**src/rtl/des_ip_loader_if.sv**
```systemverilog
// ----------------------------------------------------------------------------
// des_ip_loader_if : beat-stream input and L0/R0 output bundle of the loader.
// Rev 1.0
// ----------------------------------------------------------------------------
`default_nettype none

interface des_ip_loader_if #(
  parameter int WORD_WIDTH = 16
);
  logic                  in_flush;
  logic [WORD_WIDTH-1:0] in_data;
  logic                  in_valid;
  logic                  in_ready;
  logic [31:0]           out_l;
  logic [31:0]           out_r;
  logic                  out_valid;
  logic                  out_ready;
  logic                  partial;

  modport master (
    output in_flush, in_data, in_valid, out_ready,
    input  in_ready, out_l, out_r, out_valid, partial
  );

  modport slave (
    input  in_flush, in_data, in_valid, out_ready,
    output in_ready, out_l, out_r, out_valid, partial
  );
endinterface

`default_nettype wire

```
**src/rtl/des_ip_loader.sv**
```systemverilog
// ----------------------------------------------------------------------------
// des_ip_loader : assembles 64-bit blocks from beats, applies DES IP, 2-deep FIFO.
// Rev 1.0
// ----------------------------------------------------------------------------
`default_nettype none

module des_ip_loader #(
  parameter int WORD_WIDTH = 16
) (
  input  logic              CLK,
  input  logic              RST,
  des_ip_loader_if.slave    bus
);

  localparam int BEATS = 64 / WORD_WIDTH;
  localparam int CW    = $clog2(BEATS);
  localparam int C_IP_OFS [8] = '{24, 56, 16, 48, 8, 40, 0, 32};

  // IP as a pure wiring permutation; loops unroll to constant bit moves.
  function automatic logic [63:0] des_ip(input logic [63:0] x);
    logic [63:0] y;
    y = '0;
    for (int r = 0; r < 8; r++) begin
      for (int c = 0; c < 8; c++) begin
        y[r + C_IP_OFS[c]] = x[63 - 8*r - c];
      end
    end
    return y;
  endfunction

  logic [CW-1:0] cnt_q,  cnt_d;
  logic [63:0]   asm_q,  asm_d;
  logic [1:0]    fcnt_q, fcnt_d;
  logic [63:0]   head_q, head_d;
  logic [63:0]   tail_q, tail_d;

  logic          w_in_ready;
  logic          w_accept;
  logic          w_last;
  logic          w_push;
  logic          w_pop;
  logic [63:0]   w_block;
  logic [63:0]   w_ip;

  assign w_in_ready = (fcnt_q != 2'd2);
  assign w_accept   = bus.in_valid && w_in_ready && !bus.in_flush;
  assign w_last     = (cnt_q == CW'(BEATS - 1));
  assign w_push     = w_accept && w_last;
  assign w_pop      = (fcnt_q != 2'd0) && bus.out_ready;

  always_comb begin
    w_block = asm_q;
    w_block[WORD_WIDTH-1:0] = bus.in_data;
  end

  assign w_ip = des_ip(w_block);

  always_comb begin
    cnt_d = cnt_q;
    asm_d = asm_q;
    if (bus.in_flush) begin
      cnt_d = '0;
    end else if (w_accept) begin
      for (int k = 0; k < BEATS; k++) begin
        if (cnt_q == CW'(k)) begin
          asm_d[63 - k*WORD_WIDTH -: WORD_WIDTH] = bus.in_data;
        end
      end
      cnt_d = w_last ? '0 : cnt_q + CW'(1);
    end
  end

  // A push never coincides with a full FIFO because in_ready gates it.
  always_comb begin
    fcnt_d = fcnt_q;
    head_d = head_q;
    tail_d = tail_q;
    case ({w_push, w_pop})
      2'b10: begin
        if (fcnt_q == 2'd0) head_d = w_ip;
        else                tail_d = w_ip;
        fcnt_d = fcnt_q + 2'd1;
      end
      2'b01: begin
        head_d = tail_q;
        fcnt_d = fcnt_q - 2'd1;
      end
      2'b11: begin
        if (fcnt_q == 2'd1) begin
          head_d = w_ip;
        end else begin
          head_d = tail_q;
          tail_d = w_ip;
        end
      end
      default: ;
    endcase
  end

  always_ff @(posedge CLK or posedge RST) begin
    if (RST) begin
      cnt_q  <= '0;
      asm_q  <= '0;
      fcnt_q <= 2'd0;
      head_q <= '0;
      tail_q <= '0;
    end else begin
      cnt_q  <= cnt_d;
      asm_q  <= asm_d;
      fcnt_q <= fcnt_d;
      head_q <= head_d;
      tail_q <= tail_d;
    end
  end

  assign bus.in_ready  = w_in_ready;
  assign bus.out_valid = (fcnt_q != 2'd0);
  assign bus.out_l     = head_q[63:32];
  assign bus.out_r     = head_q[31:0];
  assign bus.partial   = (cnt_q != '0);

endmodule

`default_nettype wire

```
**src/flat_wrapper.sv**
```systemverilog
// flat-port wrapper written by rule: the top's interface ports become plain ports
module des_ip_loader_flat 
#(
  parameter int WORD_WIDTH = 16
)
  (CLK, RST, bus_in_flush, bus_in_data, bus_in_valid, bus_out_ready, bus_in_ready, bus_out_l, bus_out_r, bus_out_valid, bus_partial);
  des_ip_loader_if #(.WORD_WIDTH(WORD_WIDTH)) bus_i ();
  input  logic CLK;
  input  logic RST;
  input wire logic [$bits(bus_i.in_flush)-1:0] bus_in_flush;
  input wire logic [$bits(bus_i.in_data)-1:0] bus_in_data;
  input wire logic [$bits(bus_i.in_valid)-1:0] bus_in_valid;
  input wire logic [$bits(bus_i.out_ready)-1:0] bus_out_ready;
  output wire logic [$bits(bus_i.in_ready)-1:0] bus_in_ready;
  output wire logic [$bits(bus_i.out_l)-1:0] bus_out_l;
  output wire logic [$bits(bus_i.out_r)-1:0] bus_out_r;
  output wire logic [$bits(bus_i.out_valid)-1:0] bus_out_valid;
  output wire logic [$bits(bus_i.partial)-1:0] bus_partial;
  assign bus_i.in_flush = bus_in_flush;
  assign bus_i.in_data = bus_in_data;
  assign bus_i.in_valid = bus_in_valid;
  assign bus_i.out_ready = bus_out_ready;
  assign bus_in_ready = bus_i.in_ready;
  assign bus_out_l = bus_i.out_l;
  assign bus_out_r = bus_i.out_r;
  assign bus_out_valid = bus_i.out_valid;
  assign bus_partial = bus_i.partial;
  des_ip_loader #(.WORD_WIDTH(WORD_WIDTH)) u_core (.CLK(CLK), .RST(RST), .bus(bus_i));
endmodule
```
**config.mk**
```make
export PLATFORM = sky130hd
export DESIGN_NAME = des_ip_loader_flat
export DESIGN_NICKNAME = d
export VERILOG_FILES = /design/src/rtl/des_ip_loader_if.sv /design/src/rtl/des_ip_loader.sv /design/src/flat_wrapper.sv
export SDC_FILE = /design/constraint.sdc
export NUM_CORES = 1
export LEC_CHECK = 0
export ABC_CLOCK_PERIOD_IN_PS = 5800
export CORE_MARGIN = 5
export CORE_UTILIZATION = 33
export DETAILED_ROUTE_END_ITERATION = 10
export HOLD_SLACK_MARGIN = 0.06
export PLACE_DENSITY = 0.63
export SLEW_MARGIN = 20
export SYNTH_ARGS = -nofsm -noshare
export SYNTH_HDL_FRONTEND = slang
export SYNTH_SLANG_ARGS = --single-unit
```
**constraint.sdc**
```tcl
create_clock -name CLK -period 5.8 [get_ports CLK]
set_input_delay 1.16 -clock CLK [delete_from_list [all_inputs] [get_ports CLK]]
set_output_delay 1.16 -clock CLK [all_outputs]
set_load 0.1 [all_outputs]
```
==> results of run 1 <==
[cell usage in the layout, fill, tap and decap left out, drive strengths merged]
master           n
o21ai           65
and2             4
mux2           112
ha              10
mux2i            2
nand2            1
clkdlybuf4s50   87
clkinv           1
clkinvlp         3
and4bb           1
a21o             1
a31oi           64
xnor2            2
nand2b           1
buf             13
a211oi          64
a211o            1
o211ai          64
nor2             4
nor3b            1
dfrtp          180
inv             16
bufinv           4
clkbuf          18
nor2b            2
[routing by layer]
| metal | vias to the layer above | global-route usage (%) |
|---|---|---|
| li1 | 2617 | - |
| met2 | 148 | 24.41 |
| met5 | - | 0 |
| met3 | 22 | 3.480 |
| met4 | 0 | 4.728 |
| met1 | 2978 | 21.22 |
[cell families (layout without fill, tap and decap cells)]
logic type	Yosys count	after routing	share of synthesized area, %
buf+inv	86	142	4.787
simple gates	14	14	0.9903
fa+ha+maj	10	10	1.501
mux	114	114	18.07
xor+xnor	2	2	0.2101
compound gates	259	259	20.42
flops	180	180	54.02
[sequential cells by signal, summed over array words and instances (netlist names)]
signal	count
u_core.head_q	64
u_core.tail_q	64
u_core.asm_q	48
u_core.cnt_q	2
u_core.fcnt_q	2
[critical path, cell delays in order]
cell and delay (ns):
clkdlybuf4s50_1 0.45, and4bb_4 0.66, buf_4 0.51, inv_1 0.09, ha_2 0.46, buf_4 0.38
o211ai_1 0.23, a31oi_1 0.11
[worst max path at each step]
stage	to	slack, ns	from
2_1_floorplan	u_core.asm_q[16]$_DFFE_PP0P_	2.33	RST
3_3_place_gp	u_core.tail_q[52]$_DFFE_PP0P_	1.56	bus_in_flush
3_5_place_dp	u_core.head_q[58]$_DFFE_PP0P_	1.56	bus_out_ready
4_1_cts	u_core.head_q[54]$_DFFE_PP0P_	2.03	bus_out_ready
5_1_grt	u_core.head_q[55]$_DFFE_PP0P_	1.85	bus_out_ready
6_report	u_core.head_q[48]$_DFFE_PP0P_	1.99	bus_in_flush
[through the flow]
step / util [%] / std cells / hold WS, ns / cell area, um^2
3_5_place_dp: 37.68 / 1018 / 0.4935 / 9433
5_1_grt: 40.38 / 1051 / 0.5241 / 10110
2_1_floorplan: - / 665 / 0.4732 / 8342
6_report: 40.38 / 1051 / 0.5085 / 10110
3_3_place_gp: 37.56 / 1017 / 0.4894 / 9404
4_1_cts: 40.27 / 1050 / 0.5101 / 10080
[layout make-up]
cell class                 instances  area (um^2)
multi-input combinational        399         3467
inverter                          10        43.79
timing repair buffer             100         1033
tap                              330        412.9
clock inverter                    14        210.2
sequential                       180         4504
clock buffer                      18        439.2
fill                            2363        14930
==> impl_metrics.json, run 1 <==
{
  "relSlewSlack_pct": 32.40,
  "hold_class": "reg -> reg",
  "cts.sinks": 180,
  "dieArea_mm2": 0.02855,
  "setup_ws_ns": 1.992,
  "dr_wl_met3_um": 983,
  "htreeDepth": 4,
  "syn_nets": 696,
  "critical_path_required_ns": 6.08,
  "post-place-ws_ns": 1.565,
  "status": "complete, no violations",
  "dieHeight_um": 169.0,
  "max_cap_viol_count": 0,
  "crit_path_start_kind": "input port",
  "ios": 88,
  "grt_pass1_vias": 6093,
  "seq_area_frac_synth_pct": 54.02,
  "drtPass1Iterations": 5,
  "post_drt_wl_per_cell_um": 20.37,
  "met2_wirelength_mm": 9.929,
  "cts_setup_buffers": 0,
  "cts_tree": "built",
  "netlist.area_leader.share_pct": 54.02,
  "clkTransAtPathRegs_ns": 0.07,
  "drive_gt1_share_pct": 23.44,
  "gp_congestion": 0.7190,
  "r2r-end": "u_core.head_q[48]$_DFFE_PP0P_",
  "clock_skew_ns": 0.01445,
  "area_growth_pct": 21.26,
  "synth_top_cells_by_count": "dfrtp_1, o21ai_0, a211oi_1, a31oi_1, o211ai_1",
  "finalCritPeriodShare_pct": 65.66,
  "cts_buffers": 17,
  "synth.largest_area_cell": "dfrtp_1",
  "synth_warnings": 0,
  "grt_pass1_wl_mm": 35.18,
  "cp-end-kind": "flop",
  "slew_viol_final": 0,
  "synthArstFlopShare_pct": 100.0,
  "ant_nets": 0,
  "dr.max_layer_used": "met4",
  "synthTopCellsByArea": "dfrtp_1, mux2_4, mux2_2",
  "final.min_clock_period_ns": 3.808,
  "tns_ns": 0,
  "hold_viol_final": 0,
  "timing.rr.start": "u_core.fcnt_q[0]$_DFFE_PP0P_",
  "hold_buffers": 0,
  "crit_fanout": 40,
  "synth.most_common_cell": "dfrtp_1",
  "hpwlAfterDp_mm": 11.89,
  "num_rows": 58,
  "vias_per_cell": 5.485,
  "synth-seq-cells": 180,
  "hold_depth": 1,
  "vias": 5765,
  "grt_start_max_net_pins": 164,
  "regToRegSetupSlack_ns": 2.47,
  "worstHoldStart": "u_core.tail_q[51]$_DFFE_PP0P_",
  "fp.dieW_um": 169.0,
  "postSynthAreaPerCell_um2": 12.54,
  "grt_usage_pct": 15.43,
  "initial_utilization_pct": 33.30,
  "drc_errors": 0,
  "port-buffer-count": 87,
  "drt-initial-drc-count": 555,
  "cts_root_buffer": "clkbuf_16",
  "grt_overflow": 0,
  "wl_mm": 21.41,
  "final-setup-viol-count": 0,
  "ctsResizeCount": 0,
  "tightest_slew_ns": 1.011,
  "yosysUniqueCellTypes": 24,
  "crit_type": "in -> reg",
  "yosys_most_used_dff": "dfrtp_1",
  "worstSkewPairLatency_ns": 0.44,
  "grt_antenna_before_repair": 0,
  "reg2reg_depth": 9,
  "clockBufferDepth": 2,
  "nets": 739,
  "fmax_mhz": 262.6,
  "synth_edf_count": 0,
  "fp.coreArea_mm2": 0.02504,
  "antenna_cells": 0,
  "rsz0062_at_grt": "false",
  "syn_area_mm2": 0.008338,
  "arrival_ns": 4.09,
  "wl_met1_mm": 10.15,
  "postSynthCellCount": 665,
  "hold_end": "u_core.tail_q[51]$_DFFE_PP0P_"
}
Power of run 1 is not shown: default switching activity piles up to over one toggle a cycle in this logic, so the estimate is an artifact.
==> run 2, diff against run 1 <==
- ABC_CLOCK_PERIOD_IN_PS: 5800 -> 3300
- clock period: 5.8 -> 3.3 ns (I/O delays scaled with it)
==> impl_metrics.json, run 2 (same netlist as run 1, synthesis figures left out) <==
{
  "grt_pass1_vias": 5986,
  "layout_common_cells": "dfrtp_1, buf_4, o21ai_0",
  "r2r-end": "u_core.head_q[6]$_DFFE_PP0P_",
  "post_drt_wl_per_cell_um": 20.57,
  "grt_start_max_net_pins": 130,
  "dieArea_mm2": 0.02855,
  "ctsResizeCount": 0,
  "grt_antenna_before_repair": 0,
  "drt-initial-drc-count": 383,
  "arrival_ns": 2.99,
  "grt_pass1_wl_mm": 34.89,
  "critPathMostFrequentCell": "ha_1",
  "critical_path_required_ns": 3.64,
  "finalCritPeriodShare_pct": 80.04,
  "drc_errors": 0,
  "htreeDepth": 4,
  "crit_type": "reg -> reg",
  "clockBufferDepth": 2,
  "port-buffer-count": 87,
  "fp.coreArea_mm2": 0.02504,
  "status": "complete, no violations",
  "slew_viol_final": 0,
  "initial_utilization_pct": 33.30,
  "rsz0062_at_grt": "false",
  "vias": 5828,
  "drive_gt1_share_pct": 33.20,
  "grt_usage_pct": 15.32,
  "cts.sinks": 180,
  "regToRegSetupSlack_ns": 0.66,
  "relSlewSlack_pct": 50.71,
  "grt_overflow": 0,
  "reg_top3": "u_core.head_q (64), u_core.tail_q (64), u_core.asm_q (48)",
  "worstHoldStart": "u_core.tail_q[53]$_DFFE_PP0P_",
  "worst_path_largest_cell_delay_ns": 0.56,
  "crit_path_start_kind": "flop",
  "tightest_slew_ns": 0.7393,
  "hold_depth": 1,
  "cts_buffers": 17,
  "timing.rr.start": "u_core.fcnt_q[0]$_DFFE_PP0P_",
  "gp_congestion": 0.7127,
  "drtPass1Iterations": 5,
  "cts_root_buffer": "clkbuf_16",
  "wl_mm": 21.85,
  "worstSkewPairLatency_ns": 0.43,
  "cp-end-kind": "flop",
  "num_rows": 58,
  "clkTransAtPathRegs_ns": 0.07,
  "final.min_clock_period_ns": 2.641,
  "ios": 88,
  "mostFrequentLayoutCell": "dfrtp_1",
  "reg2reg_depth": 8,
  "area_growth_pct": 19.57,
  "fp.dieW_um": 169.0,
  "crit_fanout": 64,
  "cts_setup_buffers": 0,
  "cpMaxStageDelayCell": "buf_4",
  "final-setup-viol-count": 0,
  "dieHeight_um": 169.0,
  "max_cap_viol_count": 0,
  "antenna_cells": 0,
  "nets": 750,
  "tns_ns": 0,
  "hold_end": "u_core.tail_q[53]$_DFFE_PP0P_",
  "crit_chain": "inv_1, ha_1, and4bb_4, ha_1, and2_2, buf_4, o21ai_0, a31oi_1",
  "hold_class": "reg -> reg",
  "ant_nets": 0,
  "vias_per_cell": 5.488,
  "fmax_mhz": 378.6,
  "hpwlAfterDp_mm": 12.31,
  "hold_buffers": 0,
  "clock_skew_ns": 0.01043,
  "cts_tree": "built",
  "hold_viol_final": 0
}
[run 2: changes by cell type in the layout (fill, tap and decap cells not counted)]
cell	previous run	this run
clkdlybuf4s50_1	87	20
clkbuf_8	1	3
buf_4	9	84
buf_12	2	7
clkinv_2	0	1
and2_2	3	1
inv_6	5	2
clkbuf_1	0	2
and2_1	1	3
bufinv_16	4	1
inv_8	2	0
buf_16	2	0
clkinvlp_4	3	6
[run 2: worst max-delay path by stage]
| stage | cells after the start | end | slack, ns | startpoint |
|---|---|---|---|---|
| after floorplan | 1 | u_core.asm_q[16]$_DFFE_PP0P_ | 0.33 | RST |
| after global placement | 7 | u_core.head_q[24]$_DFFE_PP0P_ | 0.32 | bus_in_flush |
| after detailed placement | 7 | u_core.head_q[24]$_DFFE_PP0P_ | 0.28 | bus_in_flush |
| after CTS | 5 | bus_out_valid | 0.70 | u_core.fcnt_q[0]$_DFFE_PP0P_ |
| after global routing | 8 | u_core.head_q[4]$_DFFE_PP0P_ | 0.51 | u_core.fcnt_q[0]$_DFFE_PP0P_ |
| final | 8 | u_core.head_q[6]$_DFFE_PP0P_ | 0.66 | u_core.fcnt_q[0]$_DFFE_PP0P_ |
[run 2: worst max-delay path: cells and delay by family (launching register included)]
kind	cells	cell delay, ns
AO/OA/AOI/OAI	2	0.42
buffers and inverters	2	0.64
AND/OR/NAND/NOR	2	0.55
adder cells (fa/ha/maj)	2	0.48
flip-flops	1	0.39
[run 2: layout make-up]
class                   instances  area (um^2)
inverters                      10        43.79
clock buffers                  22        474.2
fillers                      2417        15070
repair buffers                111        970.9
flip-flops and latches        180         4504
well taps                     330        412.9
clock inverters                10        98.84
multi-input cells             399         3465
[run 2: layer usage]
metal	track usage [%]	vias to the layer above	part of all wire, %
li1	-	2632	-
met1	21.58	3029	47
met2	24.40	155	47
met3	3.480	12	4.9
met4	3.105	0	0.70
met5	0	-	0
[run 2: through the flow]
| stage | cells | setup WS [ns] | cell area (um^2) | utilization (%) | hold WS (ns) |
|---|---|---|---|---|---|
| after floorplan | 665 | 0.3314 | 8342 | - | 0.4732 |
| after global routing | 1062 | 0.5146 | 9970 | 39.82 | 0.5225 |
| final | 1062 | 0.6585 | 9970 | 39.82 | 0.5072 |
| after detailed placement | 1030 | 0.2755 | 9397 | 37.53 | 0.4935 |
| after global placement | 1030 | 0.3171 | 9397 | 37.53 | 0.4901 |
| after CTS | 1062 | 0.6954 | 9970 | 39.82 | 0.5116 |
Power of run 2 is left out for the same reason.
==> run 3, diff against run 2 <==
- ABC_CLOCK_PERIOD_IN_PS: 3300 -> 2300
- clock period: 3.3 -> 2.3 ns (I/O delays scaled with it)
==> impl_metrics.json, run 3 (same netlist as run 1, synthesis figures left out) <==
{
  "max_cap_viol_count": 0,
  "dieArea_mm2": 0.02855,
  "crit_type": "reg -> reg",
  "layout_common_cells": "dfrtp_1, buf_4, o21ai_0",
  "wl_mm": 22.42,
  "grt_antenna_before_repair": 1,
  "final.min_clock_period_ns": 2.260,
  "clkTransAtPathRegs_ns": 0.07,
  "grt_overflow": 0,
  "crit_path_start": "u_core.fcnt_q[1]$_DFFE_PP0P_",
  "vias": 5960,
  "num_rows": 58,
  "clock_skew_ns": 0.008985,
  "grt_usage_pct": 15.78,
  "ant_nets": 0,
  "fmax_mhz": 442.5,
  "dp.cells": 1049,
  "cts_tree": "built",
  "area_growth_pct": 23.89,
  "reg_top3": "u_core.head_q (64), u_core.tail_q (64), u_core.asm_q (48)",
  "r2r-end": "u_core.tail_q[24]$_DFFE_PP0P_",
  "drt-initial-drc-count": 436,
  "mostFrequentLayoutCell": "dfrtp_1",
  "slew_viol_final": 0,
  "antenna_cells": 0,
  "cts.sinks": 180,
  "final-setup-viol-count": 0,
  "cts_setup_buffers": 0,
  "nets": 770,
  "htreeDepth": 4,
  "worstSkewPairLatency_ns": 0.43,
  "hold_class": "reg -> reg",
  "layout.cells.non_filler": 1082,
  "tightest_slew_ns": 0.7107,
  "vias_per_cell": 5.508,
  "regToRegSetupSlack_ns": 0.04,
  "cp-end-kind": "flop",
  "timing.rr.start": "u_core.fcnt_q[1]$_DFFE_PP0P_",
  "crit_path_start_kind": "flop",
  "n_fill_cell": 2373,
  "port-buffer-count": 87,
  "hold_buffers": 0,
  "gp_congestion": 0.7038,
  "ios": 88,
  "cts_buffers": 17,
  "grt_pass1_vias": 6206,
  "fin_util_pct": 41.26,
  "drc_errors": 0,
  "drtPass1Iterations": 4,
  "grt_start_max_net_pins": 64,
  "initial_utilization_pct": 33.30,
  "rsz0062_at_grt": "true",
  "hpwlAfterDp_mm": 13.59,
  "reg2reg_depth": 7,
  "grt_pass1_wl_mm": 36.11,
  "finalCritPeriodShare_pct": 98.26,
  "relSlewSlack_pct": 52.62,
  "critPathCapture": "u_core.tail_q[24]$_DFFE_PP0P_",
  "post_drt_wl_per_cell_um": 20.72,
  "critical_path_required_ns": 2.61,
  "arrival_ns": 2.57,
  "clockBufferDepth": 2,
  "drive_gt1_share_pct": 36.04,
  "hold_viol_final": 0,
  "dieHeight_um": 169.0,
  "fp.coreArea_mm2": 0.02504,
  "fp.dieW_um": 169.0,
  "cts_root_buffer": "clkbuf_16",
  "status": "complete, no violations",
  "crit_fanout": 26
}
-- run 3: timing repair --
action                                 in CTS  in global routing
gates resized for setup                     0                  4
endpoints found under the hold margin       0                  0
setup endpoints to repair                   0                 59
-- run 3: layer usage --
layer / share of wire (%) / wire length (um) / vias up / track usage, %
met5: 0.058 / 13 / - / 0
met3: 6.2 / 1384 / 23 / 4.741
met4: 1.4 / 325 / 2 / 3.811
li1: - / - / 2688 / -
met1: 46 / 10280 / 3107 / 21.81
met2: 46 / 10410 / 140 / 24.43
-- run 3: worst min-delay path by stage --
stage | startpoint | endpoint | slack (ns) | cells after the start
2_1_floorplan | u_core.tail_q[50]$_DFFE_PP0P_ | u_core.tail_q[50]$_DFFE_PP0P_ | 0.48 | 1
3_3_place_gp | u_core.tail_q[51]$_DFFE_PP0P_ | u_core.tail_q[51]$_DFFE_PP0P_ | 0.49 | 1
3_5_place_dp | u_core.tail_q[63]$_DFFE_PP0P_ | u_core.tail_q[63]$_DFFE_PP0P_ | 0.49 | 1
4_1_cts | u_core.tail_q[50]$_DFFE_PP0P_ | u_core.tail_q[50]$_DFFE_PP0P_ | 0.51 | 1
5_1_grt | u_core.tail_q[50]$_DFFE_PP0P_ | u_core.tail_q[50]$_DFFE_PP0P_ | 0.52 | 1
6_report | u_core.tail_q[50]$_DFFE_PP0P_ | u_core.tail_q[50]$_DFFE_PP0P_ | 0.51 | 1
-- run 3: per-stage QoR --
step                TNS [ns]  worst slack [ns]  hold slack [ns]  area (um^2)
floorplan             -90.08           -0.4686           0.4796         8436
global placement      -19.77           -0.2186           0.4901         9731
detailed placement    -20.91           -0.2255           0.4944         9731
CTS                        0          0.007185           0.5130        10290
global route          -1.630          -0.04756           0.5235        10330
finish                     0           0.04008           0.5107        10330
-- run 3: area by class of cell --
cell class              instances  area, um^2  share of cell area [%]
clock buffers                  18       439.2                   4.251
clock inverters                14       120.1                   1.163
inverters                      10       43.79                  0.4239
multi-input cells             399        3508                   33.96
flip-flops and latches        180        4506                   43.62
well taps                     330       412.9                   3.997
repair buffers                131        1300                   12.58
-- run 3: worst max-delay path: stages (launching register included) --
cell      delay [ns]
dfrtp_1         0.43
ha_4            0.18
and4bb_4        0.38
ha_2            0.21
nor2_1          0.05
a211o_4         0.34
buf_12          0.21
mux2_4          0.31
Power of run 3 is left out for the same reason.
